===== src/rtl/comb_seq_pkg.sv =====
// comb_seq_pkg: shared definitions for the combinational-block sequencer.
//   state_t : FSM state encoding (IDLE=0 .. FINISH=4, 3 bits)
//   NUM_VEC : number of input vectors swept (all 2^3 combinations)
//   IDX_W   : width of the vector index / {D,X,A} drive
//   CNT_W   : width of the settle counter and the mismatch counter
package comb_seq_pkg;

  localparam int NUM_VEC = 8;
  localparam int IDX_W   = 3;
  localparam int CNT_W   = 4;

  typedef enum logic [2:0] {
    IDLE   = 3'd0,
    APPLY  = 3'd1,
    SETTLE = 3'd2,
    SAMPLE = 3'd3,
    FINISH = 3'd4
  } state_t;

endpackage


===== src/rtl/comb_seq_ctrl_settle_timer.sv =====
// settle_timer: loadable down-counter that times the settle window.
//   clk, rst_n : clock and asynchronous active-low reset
//   load       : loads LOAD_VAL into the counter
//   en         : counts down one step per cycle while high
//   expire     : high during the last enabled cycle of the window
// With LOAD_VAL = N, expire is seen in the N-th enabled cycle after a
// load, so the window is exactly N cycles long (N >= 1).
module settle_timer #(
  parameter int              WIDTH    = 4,
  parameter logic [WIDTH-1:0] LOAD_VAL = 2
) (
  input  logic clk,
  input  logic rst_n,
  input  logic load,
  input  logic en,
  output logic expire
);

  logic [WIDTH-1:0] count;

  // Count down from LOAD_VAL; parks at zero once the window has run out.
  always_ff @(posedge clk or negedge rst_n) begin
    if (!rst_n) begin
      count <= '0;
    end else if (load) begin
      count <= LOAD_VAL;
    end else if (en && (count != '0)) begin
      count <= count - 1'b1;
    end
  end

  assign expire = en && (count == WIDTH'(1));

endmodule


===== src/rtl/comb_seq_ctrl.sv =====
// comb_seq_ctrl: exhaustive in-system checker for a 3-input logic block.
// Drives {D,X,A} through vectors 0..7, waits SETTLE_CYCLES per vector,
// samples L, and scores the captured truth table against 'expected'.
//   clk, rst_n     : clock, asynchronous active-low reset
//   start          : begin a sweep (only honoured in IDLE)
//   abort          : cancel a running sweep
//   expected[7:0]  : expected L for each vector, bit i <-> {D,X,A}==i
//   D, X, A        : vector drive to the logic block (D is the MSB)
//   L              : logic block output
//   busy           : high in every state except IDLE
//   done           : one-cycle pulse when a sweep completes
//   truth[7:0]     : captured L values, bit i from vector i
//   pass           : captured table matched expected on the last sweep
//   mismatch_cnt   : number of mismatching vectors (0..8)
//   first_fail_idx : lowest failing vector, 0 when none
//   first_fail_vld : at least one mismatch seen
module comb_seq_ctrl
  import comb_seq_pkg::*;
#(
  parameter int SETTLE_CYCLES = 2
) (
  input  logic             clk,
  input  logic             rst_n,
  input  logic             start,
  input  logic             abort,
  input  logic [7:0]       expected,
  output logic             D,
  output logic             X,
  output logic             A,
  input  logic             L,
  output logic             busy,
  output logic             done,
  output logic [7:0]       truth,
  output logic             pass,
  output logic [CNT_W-1:0] mismatch_cnt,
  output logic [IDX_W-1:0] first_fail_idx,
  output logic             first_fail_vld
);

  // The settle counter is 4 bits wide, so only 1..15 can be represented.
  if (SETTLE_CYCLES < 1 || SETTLE_CYCLES > 15) begin : g_bad_settle
    $error("comb_seq_ctrl: SETTLE_CYCLES must be in 1..15");
  end

  localparam logic [CNT_W-1:0] SETTLE_LOAD = CNT_W'(SETTLE_CYCLES);
  localparam logic [IDX_W-1:0] LAST_IDX    = IDX_W'(NUM_VEC - 1);

  state_t           state;
  logic [IDX_W-1:0] idx;
  logic             settle_done;
  logic             l_mismatch;

  // The index register is the vector drive itself; it is cleared whenever
  // the FSM returns to IDLE, so {D,X,A} reads 000 there.
  assign {D, X, A}  = idx;
  assign l_mismatch = (L != expected[idx]);

  settle_timer #(
    .WIDTH    (CNT_W),
    .LOAD_VAL (SETTLE_LOAD)
  ) u_settle_timer (
    .clk    (clk),
    .rst_n  (rst_n),
    .load   (state == APPLY),
    .en     (state == SETTLE),
    .expire (settle_done)
  );

  // Sweep FSM, index counter and scoreboard. Abort overrides every
  // transition out of a busy state; done is raised on the edge entering
  // FINISH so it is high for exactly the FINISH cycle.
  always_ff @(posedge clk or negedge rst_n) begin
    if (!rst_n) begin
      state          <= IDLE;
      idx            <= '0;
      busy           <= 1'b0;
      done           <= 1'b0;
      truth          <= '0;
      pass           <= 1'b0;
      mismatch_cnt   <= '0;
      first_fail_idx <= '0;
      first_fail_vld <= 1'b0;
    end else begin
      done <= 1'b0;
      if (state == IDLE) begin
        if (start) begin
          state          <= APPLY;
          busy           <= 1'b1;
          idx            <= '0;
          truth          <= '0;
          pass           <= 1'b0;
          mismatch_cnt   <= '0;
          first_fail_idx <= '0;
          first_fail_vld <= 1'b0;
        end
      end else if (abort) begin
        state <= IDLE;
        busy  <= 1'b0;
        idx   <= '0;
        pass  <= 1'b0;
      end else begin
        case (state)
          APPLY: begin
            state <= SETTLE;
          end
          SETTLE: begin
            if (settle_done) begin
              state <= SAMPLE;
            end
          end
          SAMPLE: begin
            truth[idx] <= L;
            if (l_mismatch) begin
              mismatch_cnt <= mismatch_cnt + 4'd1;
              if (!first_fail_vld) begin
                first_fail_idx <= idx;
                first_fail_vld <= 1'b1;
              end
            end
            if (idx == LAST_IDX) begin
              // The count register has not yet absorbed this vector.
              state <= FINISH;
              done  <= 1'b1;
              pass  <= (mismatch_cnt == '0) && !l_mismatch;
            end else begin
              idx   <= idx + 1'b1;
              state <= APPLY;
            end
          end
          default: begin
            state <= IDLE;
            busy  <= 1'b0;
            idx   <= '0;
          end
        endcase
      end
    end
  end

endmodule


===== config.mk =====
export PLATFORM = sky130hd
export DESIGN_NAME = comb_seq_ctrl
export DESIGN_NICKNAME = d
export VERILOG_FILES = /design/src/rtl/comb_seq_pkg.sv /design/src/rtl/comb_seq_ctrl_settle_timer.sv /design/src/rtl/comb_seq_ctrl.sv
export SDC_FILE = /design/constraint.sdc
export NUM_CORES = 1
export LEC_CHECK = 0
export CAP_MARGIN = 40
export CORE_ASPECT_RATIO = 0.7
export CORE_MARGIN = 3
export CORE_UTILIZATION = 55
export CTS_BUF_LIST = sky130_fd_sc_hd__clkbuf_16
export CTS_CLUSTER_DIAMETER = 100
export DETAILED_ROUTE_END_ITERATION = 10
export PLACE_DENSITY_LB_ADDON = 0.2
export SYNTH_ARGS = -nofsm -noshare
export SYNTH_HDL_FRONTEND = slang
export SYNTH_HIERARCHICAL = 1
export SYNTH_SLANG_ARGS = --single-unit

===== constraint.sdc =====
create_clock -name clk -period 4.37 [get_ports clk]
set_input_delay 1.311 -clock clk [delete_from_list [all_inputs] [get_ports clk]]
set_output_delay 1.311 -clock clk [all_outputs]
set_load 0.01 [all_outputs]

==> summary.txt, run 1 <==
Run status
  • Status: completed

Clock network
  • Clk sinks: 29
  • Root buf cell: clkbuf_16
  • Hold_buf cts: 0
  • Postcts setup bufs: 0
  • CTS Buf Count: 5
  • TritonCTS clock tree: built
  • Clock Path Buffers: 2
  • Worst-Skew Late Latency: between 200 and 300 ps
  • CTS resizes: 0
  • Worst-path clk slew: 50 ps
  • H-tree levels: 2

Floorplan
  • Die Y-Extent: approximately 53 um
  • Full die area: ~3800 um^2
  • Io pins: 35
  • Rows: 16
  • Core ar.: a little under 3000 um^2
  • Chip Width: ~73 um
  • Initial Utilization: 0.591

Synthesis
  • Mapped Cells: around 170
  • XOR/XNOR share of the synthesized area: 0.0308
  • Syn_area_per_cell: roughly 10 um^2
  • Post-synthesis cell type count: 50
  • Post-synthesis compound-gate area fraction: 0.203
  • Largest family of logic cells by synthesized area: simple AND/OR/NAND/NOR gates
  • Post-synthesis adder-cell area fraction: 0.0514
  • Area contributors post-synth: dfrtp_1 43%, o21ai_0 5.6%, ha_1 5.1%, a21oi_1 3.2%, a22o_1 2.6%
  • Yosys reg bits: 29
  • Post-Syn Nets: ~190
  • Sequential fraction of the synthesis area: 0.426
  • Yosys warning total: 6
  • Synth Area in Simple Gates: 0.206
  • Yosys top cell area share: 0.426
  • Synth area leader: dfrtp_1
  • Mux contribution to synthesized area: 0.0507
  • Post-Synthesis Cell Area: roughly 1700 um^2

Route
  • DRC viols: 0
  • Vias: around 1500
  • Routed WL: approximately 4.2 mm
  • Routed Antenna Nets: 0
  • Router iterations before antenna repair: 4
  • DR vias/cell: 6.08
  • WL/cell: 17.4 um
  • Initial detailed-routing violation count: 98

Global routing
  • Pin count of the biggest net entering global routing: 30
  • GRT met3 Usage: 0.0728
  • Congestion Overflow GR: 0
  • Met2 Track Usage GR: 0.347
  • Vias in the first global route: between 1000 and 1500
  • Tot GR Track Use: 0.250
  • Initial antenna violation count: 0
  • Global-route wire length before repair: 7.08 mm
  • Met1 Use GR: 0.374
  • Most Used Layer, Global Route: met1

Power
  • PwrDens: 516 nW/um^2
  • Max VDD drop: about 0.35 mV
  • Overall power: 0.00113 W
  • Pleak: 0.937 nW

Setup path
  • Setup crit end: truth[2]
  • Startpoint Class: primary input
  • R2r worst-path depth: 6
  • Origin of the critical flop-to-flop path: idx[0]
  • Critical Path RT: 4540 ps
  • Crit path DAT: about 3200 ps
  • Critical Path Fanout Max: 9
  • Critical Path End Type: flip-flop
  • Setup crit start: abort
  • R2R Setup Slk: between 2000 and 2500 ps
  • Critical path type: in2reg
  • Reg2reg end: first_fail_idx[0]

Placed design
  • PortBufs: 34
  • Placed cells: 233
  • Placer Congestion: 0.815
  • Cell area after placement: 2060 um^2
  • Estimated wirelength of the detail-placed design: 2.96 mm

Final layout
  • Post-Layout Cell Count: ~240
  • Final instance area: around 2200 um^2
  • Share of layout cells above drive strength 1: 0.117
  • Most common cell after layout, fill and taps aside: clkdlybuf4s50_1
  • Ant. Diodes: 0
  • Final net count: 224
  • Most frequent cells in the layout: 34 x clkdlybuf4s50_1, 29 x dfrtp_1, 19 x o21ai_0, 11 x nand2_1, 11 x a21oi_1
  • Final Core Density: 0.763
  • Area Overhead vs Synth: 29.1%

STA
  • Fin Clk Skew: between 2 and 3 ps
  • Max_slew headroom: 0.436
  • Tcrit/Tclk final: 0.703
  • Min Tclk post-route: a little over 3000 ps
  • Slew Viols, Final: 0
  • Highest Clock Rate: around 0.33 GHz
  • Final setup viols: 0
  • RSZ-0062 raised after global routing: false
  • Worst slew pin tran: 834 ps
  • Hold Vio Cnt, Final: 0
  • Total Neg Setup Slack: 0 ps

Flow run
  • Max-cap violations: 0

Min path
  • Hold Crit Class: reg2reg
logic make-up (layout without fill, tap and decap cells):
| group | Yosys count | count (layout) |
|---|---|---|
| xor gates and xnor gates | 3 | 3 |
| muxes | 8 | 8 |
| adders and majority gates | 7 | 7 |
| buffers and inverters | 14 | 48 |
| AOI/OAI and AO/OA | 52 | 52 |
| and+or+nand+nor | 58 | 58 |
| DFF | 29 | 29 |
area by class of cell:
class	instances	area [um^2]
clock buffers	5	125
clock inverters	3	13.8
multi-input cells	128	923
well taps	36	45.0
inverters	5	18.8
flip-flops and latches	29	726
repair buffers	35	348
fillers	202	683
sequential cells by signal, summed over array words and instances, names as in the netlist:
| register | flops |
|---|---|
| first_fail_idx | 3 |
| mismatch_cnt | 4 |
| pass | 1 |
| idx | 3 |
| truth | 8 |
| u_settle_timer/count | 4 |
| busy | 1 |
| state | 3 |
| done | 1 |
| first_fail_vld | 1 |
report_power, final:
group	leakage (nW)	switching, W	internal [W]	total [W]
clock	0.0748	0.000115	0.000206	0.000321
sequential	0.390	0.0000863	0.000315	0.000401
combinational	0.471	0.000217	0.000196	0.000413
total	0.937	0.000418	0.000717	0.00113
how the worst min path moves through the flow:
stage,from,depth (start not counted),end,slack [ps]
floorplan,u_settle_timer/count[3],2,u_settle_timer/count[3],510
global placement,truth[0],2,truth[0],490
detailed placement,truth[1],2,truth[1],500
CTS,truth[1],2,truth[1],510
global route,mismatch_cnt[3],1,mismatch_cnt[3],550
finish,truth[1],2,truth[1],510
Yosys cell counts, drive strengths merged:
| cell type | number |
|---|---|
| dfrtp | 29 |
| nand4bb | 1 |
| nand3 | 4 |
| o221a | 1 |
| or3 | 2 |
| nor2b | 2 |
| a22o | 5 |
| o311ai | 1 |
| xor2 | 1 |
| o41ai | 1 |
| buf | 3 |
| o2bb2ai | 1 |
| and4bb | 1 |
| or2 | 2 |
| a31oi | 3 |
| and2b | 1 |
| a21o | 1 |
| mux2 | 5 |
| o31ai | 3 |
| mux2i | 3 |
| nand2b | 7 |
| clkbuf | 6 |
| nand2 | 11 |
| and2 | 2 |
| nor4bb | 1 |
| a22oi | 1 |
| nand4 | 1 |
| or3b | 1 |
| nor4b | 1 |
| xnor2 | 2 |
| a21oi | 13 |
| inv | 5 |
| ha | 7 |
| o21ai | 21 |
| o211ai | 1 |
| nor3 | 4 |
| nor3b | 4 |
| nor2 | 10 |
| and4 | 1 |
| and3b | 2 |
critical path, stage by stage:
cell             delay [ps]
clkdlybuf4s50_1         550
nor4bb_1                780
nand3_1                 310
o31ai_1                 290
stage by stage:
step                hold slack, ps  setup slack [ps]
finish                         509              1300
global placement               490              1230
CTS                            508              1310
floorplan                      515              1750
global route                   555              1130
detailed placement             497              1040
metal layers:
metal	part of all wire	vias up
li1	-	691
met1	0.46	698
met2	0.44	66
met3	0.078	11
met4	0.015	0
met5	0	-
(Power assumes the default switching activity.)
==> run 2, diff against run 1 <==
- CORE_UTILIZATION: 55 -> 46
- clock period: 4.37 -> 2.68 ns (I/O delays scaled with it)
==> summary.txt, run 2 (synthesis results as in run 1) <==
Flow run
  • Max-cap violations: 0

Final layout
  • Seq. cell area: between 700 and 800 um^2
  • Fill cells: between 200 and 300
  • Largest regs: truth (8), mismatch_cnt (4), u_settle_timer/count (4)
  • Most flops, register: truth
  • Max reg flops: 8
  • Area Overhead vs Synth: 31.6%
  • Share of layout cells above drive strength 1: 0.134
  • Most common cell after layout, fill and taps aside: clkdlybuf4s50_1
  • Most frequent cells in the layout: 34 x clkdlybuf4s50_1, 29 x dfrtp_1, 19 x o21ai_0, 11 x nand2_1, 11 x a21oi_1
  • Multi-input logic area: around 920 um^2
  • Post-Layout Cell Count: 256
  • Final Core Density: 0.672
  • Final net count: ~230
  • Ant. Diodes: 0

Route
  • Initial detailed-routing violation count: 107
  • DRC viols: 0
  • Routed WL: ~4.0 mm
  • WL/cell: roughly 16 um
  • Routed Antenna Nets: 0
  • DR vias/cell: roughly 5.6
  • Vias: around 1400
  • Router iterations before antenna repair: 4

Clock network
  • H-tree levels: 2
  • Hold_buf cts: 0
  • Clk sinks: 29
  • TritonCTS clock tree: built
  • CTS resizes: 0
  • Worst-Skew Late Latency: 270 ps
  • Worst-path clk slew: approximately 50 ps
  • Clock Path Buffers: 2
  • Root buf cell: clkbuf_16
  • CTS Buf Count: 5
  • Postcts setup bufs: 0

Setup path
  • CP max stage cell: clkdlybuf4s50_1
  • Critical Path Fanout Max: 4
  • Crit path DAT: ~2500 ps
  • Startpoint Class: primary input
  • Critical Path End Type: flip-flop
  • CP peak stage delay: between 400 and 500 ps
  • Critical path type: in2reg
  • CP Cell Sequence: clkdlybuf4s50_1, mux2_1, a21oi_1, o221a_4, xor2_4, nor3_2, a22o_1
  • Critical Path RT: 2830 ps

STA
  • Worst setup margin: approximately 320 ps
  • Slew Viols, Final: 0
  • RSZ-0062 raised after global routing: false
  • Tcrit/Tclk final: 0.880
  • Worst slew pin tran: roughly 750 ps
  • Total Neg Setup Slack: 0 ps
  • Fin Clk Skew: slightly below 6 ps
  • Hold Vio Cnt, Final: 0
  • Min Tclk post-route: between 2000 and 2500 ps
  • Final setup viols: 0
  • Max_slew headroom: 0.501
  • Highest Clock Rate: roughly 0.42 GHz

Placed design
  • Placer Congestion: 0.788
  • Estimated wirelength of the detail-placed design: 2.92 mm
  • Placement Setup Slack: 49.9 ps
  • PortBufs: 34
  • Placed cells: approximately 250

Floorplan
  • Initial Utilization: 0.510
  • Full die area: 4480 um^2
  • Die Y-Extent: 56.9 um
  • Core ar.: about 3300 um^2
  • Io pins: 35
  • Rows: 17
  • Chip Width: between 70 and 80 um

Min path
  • Hold Crit Class: reg2reg

Global routing
  • Vias in the first global route: around 1400
  • Initial antenna violation count: 0
  • Pin count of the biggest net entering global routing: 30
  • Congestion Overflow GR: 0
  • Tot GR Track Use: 0.194
  • Global-route wire length before repair: roughly 6.8 mm

Run status
  • Status: completed

Power
  • Pleak: ~0.96 nW
  • PwrDens: between 800 and 900 nW/um^2
  • Max VDD drop: between 0.6 and 0.7 mV
[run 2: area by class of cell]
type / instances / area share
sequential: 29 / 0.323
clock inverter: 3 / 0.00613
inverter: 5 / 0.00837
tap: 47 / 0.0262
timing repair buffer: 39 / 0.168
multi-input combinational: 128 / 0.412
clock buffer: 5 / 0.0558
[run 2: stage by stage]
| stage | instance area, um^2 | hold slack [ps] | power (W) |
|---|---|---|---|
| floorplan | 1700 | 508 | 0.00109 |
| global placement | 2100 | 491 | 0.00130 |
| detailed placement | 2100 | 495 | 0.00133 |
| CTS | 2240 | 506 | 0.00185 |
| global route | 2240 | 526 | 0.00198 |
| finish | 2240 | 512 | 0.00185 |
[run 2: path summary, 6_finish.rpt]
check,end,slack (ps),cells after the start,from
max,first_fail_idx[0],320,7,expected[1]
min in group asynchronous,u_settle_timer/count[2],930,2,rst_n
max reg2reg,first_fail_idx[0],540,6,idx[0]
min reg2reg,truth[5],510,2,truth[5]
min,truth[5],510,2,truth[5]
max in group asynchronous,u_settle_timer/count[3],1470,2,rst_n
[run 2: layer usage]
layer	track usage	share of wire	vias to the layer above
met1	0.296	0.52	695
li1	-	-	698
met5	0	0	-
met4	0.0374	0.0030	0
met3	0.0545	0.056	2
met2	0.273	0.42	49
[run 2: worst max-delay path, delay by kind of cell]
family / cells / cell delay, ps
multiplexers: 1 / 290
AO/OA/AOI/OAI: 3 / 730
buffers and inverters: 1 / 410
XOR/XNOR: 1 / 200
AND/OR/NAND/NOR: 1 / 80
[run 2: power by group]
| group | switching (W) | internal (W) | total, W |
|---|---|---|---|
| Clock | 0.000182 | 0.000336 | 0.000518 |
| Combinational | 0.000354 | 0.000330 | 0.000684 |
| Sequential | 0.000133 | 0.000513 | 0.000646 |
==> run 3, diff against run 2 <==
- CORE_UTILIZATION: 46 -> 45
==> summary.txt, run 3 (synthesis results as in run 1) <==
Setup path
  • Critical Path RT: 1880 ps
  • CP peak stage delay: about 710 ps
  • CP Cell Sequence: clkdlybuf4s50_1
  • CP max stage cell: dfrtp_1
  • Critical Path Fanout Max: 18
  • Crit path DAT: approximately 1600 ps
  • Critical path type: reg2out
  • Startpoint Class: flip-flop
  • CP top delay family: flip-flops
  • Buf/Inv on CP: 1
  • Critical Path End Type: output port

Clock network
  • CTS resizes: 0
  • Worst-path clk slew: ~50 ps
  • Clock Path Buffers: 2
  • Root buf cell: clkbuf_16
  • Hold_buf cts: 0
  • Worst-Skew Late Latency: roughly 270 ps
  • TritonCTS clock tree: built
  • Clk sinks: 29
  • H-tree levels: 2
  • CTS Buf Count: 5
  • Postcts setup bufs: 0

Final layout
  • Share of layout cells above drive strength 1: 0.121
  • Most flops, register: truth
  • Area Overhead vs Synth: 31.1%
  • Fill cells: approximately 290
  • Final net count: between 200 and 250
  • Max reg flops: 8
  • Most common cell after layout, fill and taps aside: clkdlybuf4s50_1
  • Ant. Diodes: 0
  • Most frequent cells in the layout: 34 x clkdlybuf4s50_1, 29 x dfrtp_1, 19 x o21ai_0, 11 x nand2_1, 11 x a21oi_1
  • Largest regs: truth (8), mismatch_cnt (4), u_settle_timer/count (4)

Route
  • Vias: 1439
  • DR vias/cell: 5.60
  • Routed Antenna Nets: 0
  • DRC viols: 0
  • Router iterations before antenna repair: 4
  • Initial detailed-routing violation count: approximately 80
  • Routed WL: approximately 4.1 mm
  • WL/cell: about 16 um

STA
  • Fin Clk Skew: approximately 7.3 ps
  • RSZ-0062 raised after global routing: false
  • Max_slew headroom: 0.536
  • Final setup viols: 0
  • Highest Clock Rate: a little over 0.4 GHz
  • Tcrit/Tclk final: 0.909
  • WHS: ~500 ps
  • Hold Vio Cnt, Final: 0
  • Total Neg Setup Slack: 0 ps
  • Slew Viols, Final: 0
  • Min Tclk post-route: approximately 2400 ps
  • Worst slew pin tran: just under 700 ps

Floorplan
  • Core ar.: approximately 3600 um^2
  • Rows: 18
  • Full die area: between 4000 and 5000 um^2
  • Chip Width: around 80 um
  • Initial Utilization: 0.476
  • Io pins: 35
  • Die Y-Extent: between 50 and 60 um

Global routing
  • Tot GR Track Use: 0.204
  • Global-route wire length before repair: 7.25 mm
  • Most Used Layer, Global Route: met2
  • Vias in the first global route: between 1000 and 1500
  • Pin count of the biggest net entering global routing: 30
  • Met1 Use GR: 0.287
  • Congestion Overflow GR: 0
  • Initial antenna violation count: 0
  • Met2 Track Usage GR: 0.310
  • GRT met3 Usage: 0.0489

Power
  • PwrDens: 820 nW/um^2
  • Max VDD drop: around 0.33 mV
  • Pleak: around 0.95 nW
  • Overall power: 0.00183 W

Run status
  • Status: completed

Flow run
  • Max-cap violations: 0

Placed design
  • PortBufs: 34
  • Placer Congestion: slightly below 0.8
  • Estimated wirelength of the detail-placed design: ~3.0 mm

Min path
  • Hold Crit Class: reg2reg
==> run 3: cell count changes in the layout (fill, tap and decap cells not counted), sizes merged <==
cell,change
buf,-1
clkinv,-1
==> run 3: final timing paths <==
| path | cells after the start | to | from | slack (ps) |
|---|---|---|---|---|
| max in group asynchronous | 2 | truth[2] | rst_n | 1470 |
| max | 1 | A | idx[0] | 240 |
| min | 2 | truth[3] | truth[3] | 500 |
| min in group asynchronous | 2 | busy | rst_n | 920 |
| max reg2reg | 6 | first_fail_idx[2] | idx[0] | 430 |
| min reg2reg | 2 | truth[3] | truth[3] | 500 |
==> run 3: layer usage <==
| metal | up-vias | wire, um |
|---|---|---|
| met5 | - | 0 |
| met4 | 0 | 45 |
| met3 | 6 | 224 |
| met2 | 40 | 1890 |
| met1 | 700 | 1970 |
| li1 | 693 | - |
==> run 3: report_power, final <==
group | internal [W] | switching [W]
combinational | 0.000324 | 0.000348
sequential | 0.000513 | 0.000141
clock | 0.000330 | 0.000174
total | 0.00117 | 0.000664
==> run 3: area by class of cell <==
type	instances	area, um^2	share of cell area
Clock buffer	5	125	0.0560
Clock inverter	2	7.51	0.00336
Inverter	5	18.8	0.00840
Multi-Input combinational cell	128	923	0.413
Sequential cell	29	726	0.325
Tap cell	50	62.6	0.0280
Timing Repair Buffer	38	370	0.166
==> run 3: per-stage QoR <==
stage	setup slack (ps)	utilization	std cells	instance area [um^2]
floorplan	568	-	171	1700
global placement	97.8	0.587	250	2100
detailed placement	42.1	0.587	250	2100
CTS	231	0.624	257	2230
global route	169	0.624	257	2230
finish	243	0.624	257	2230
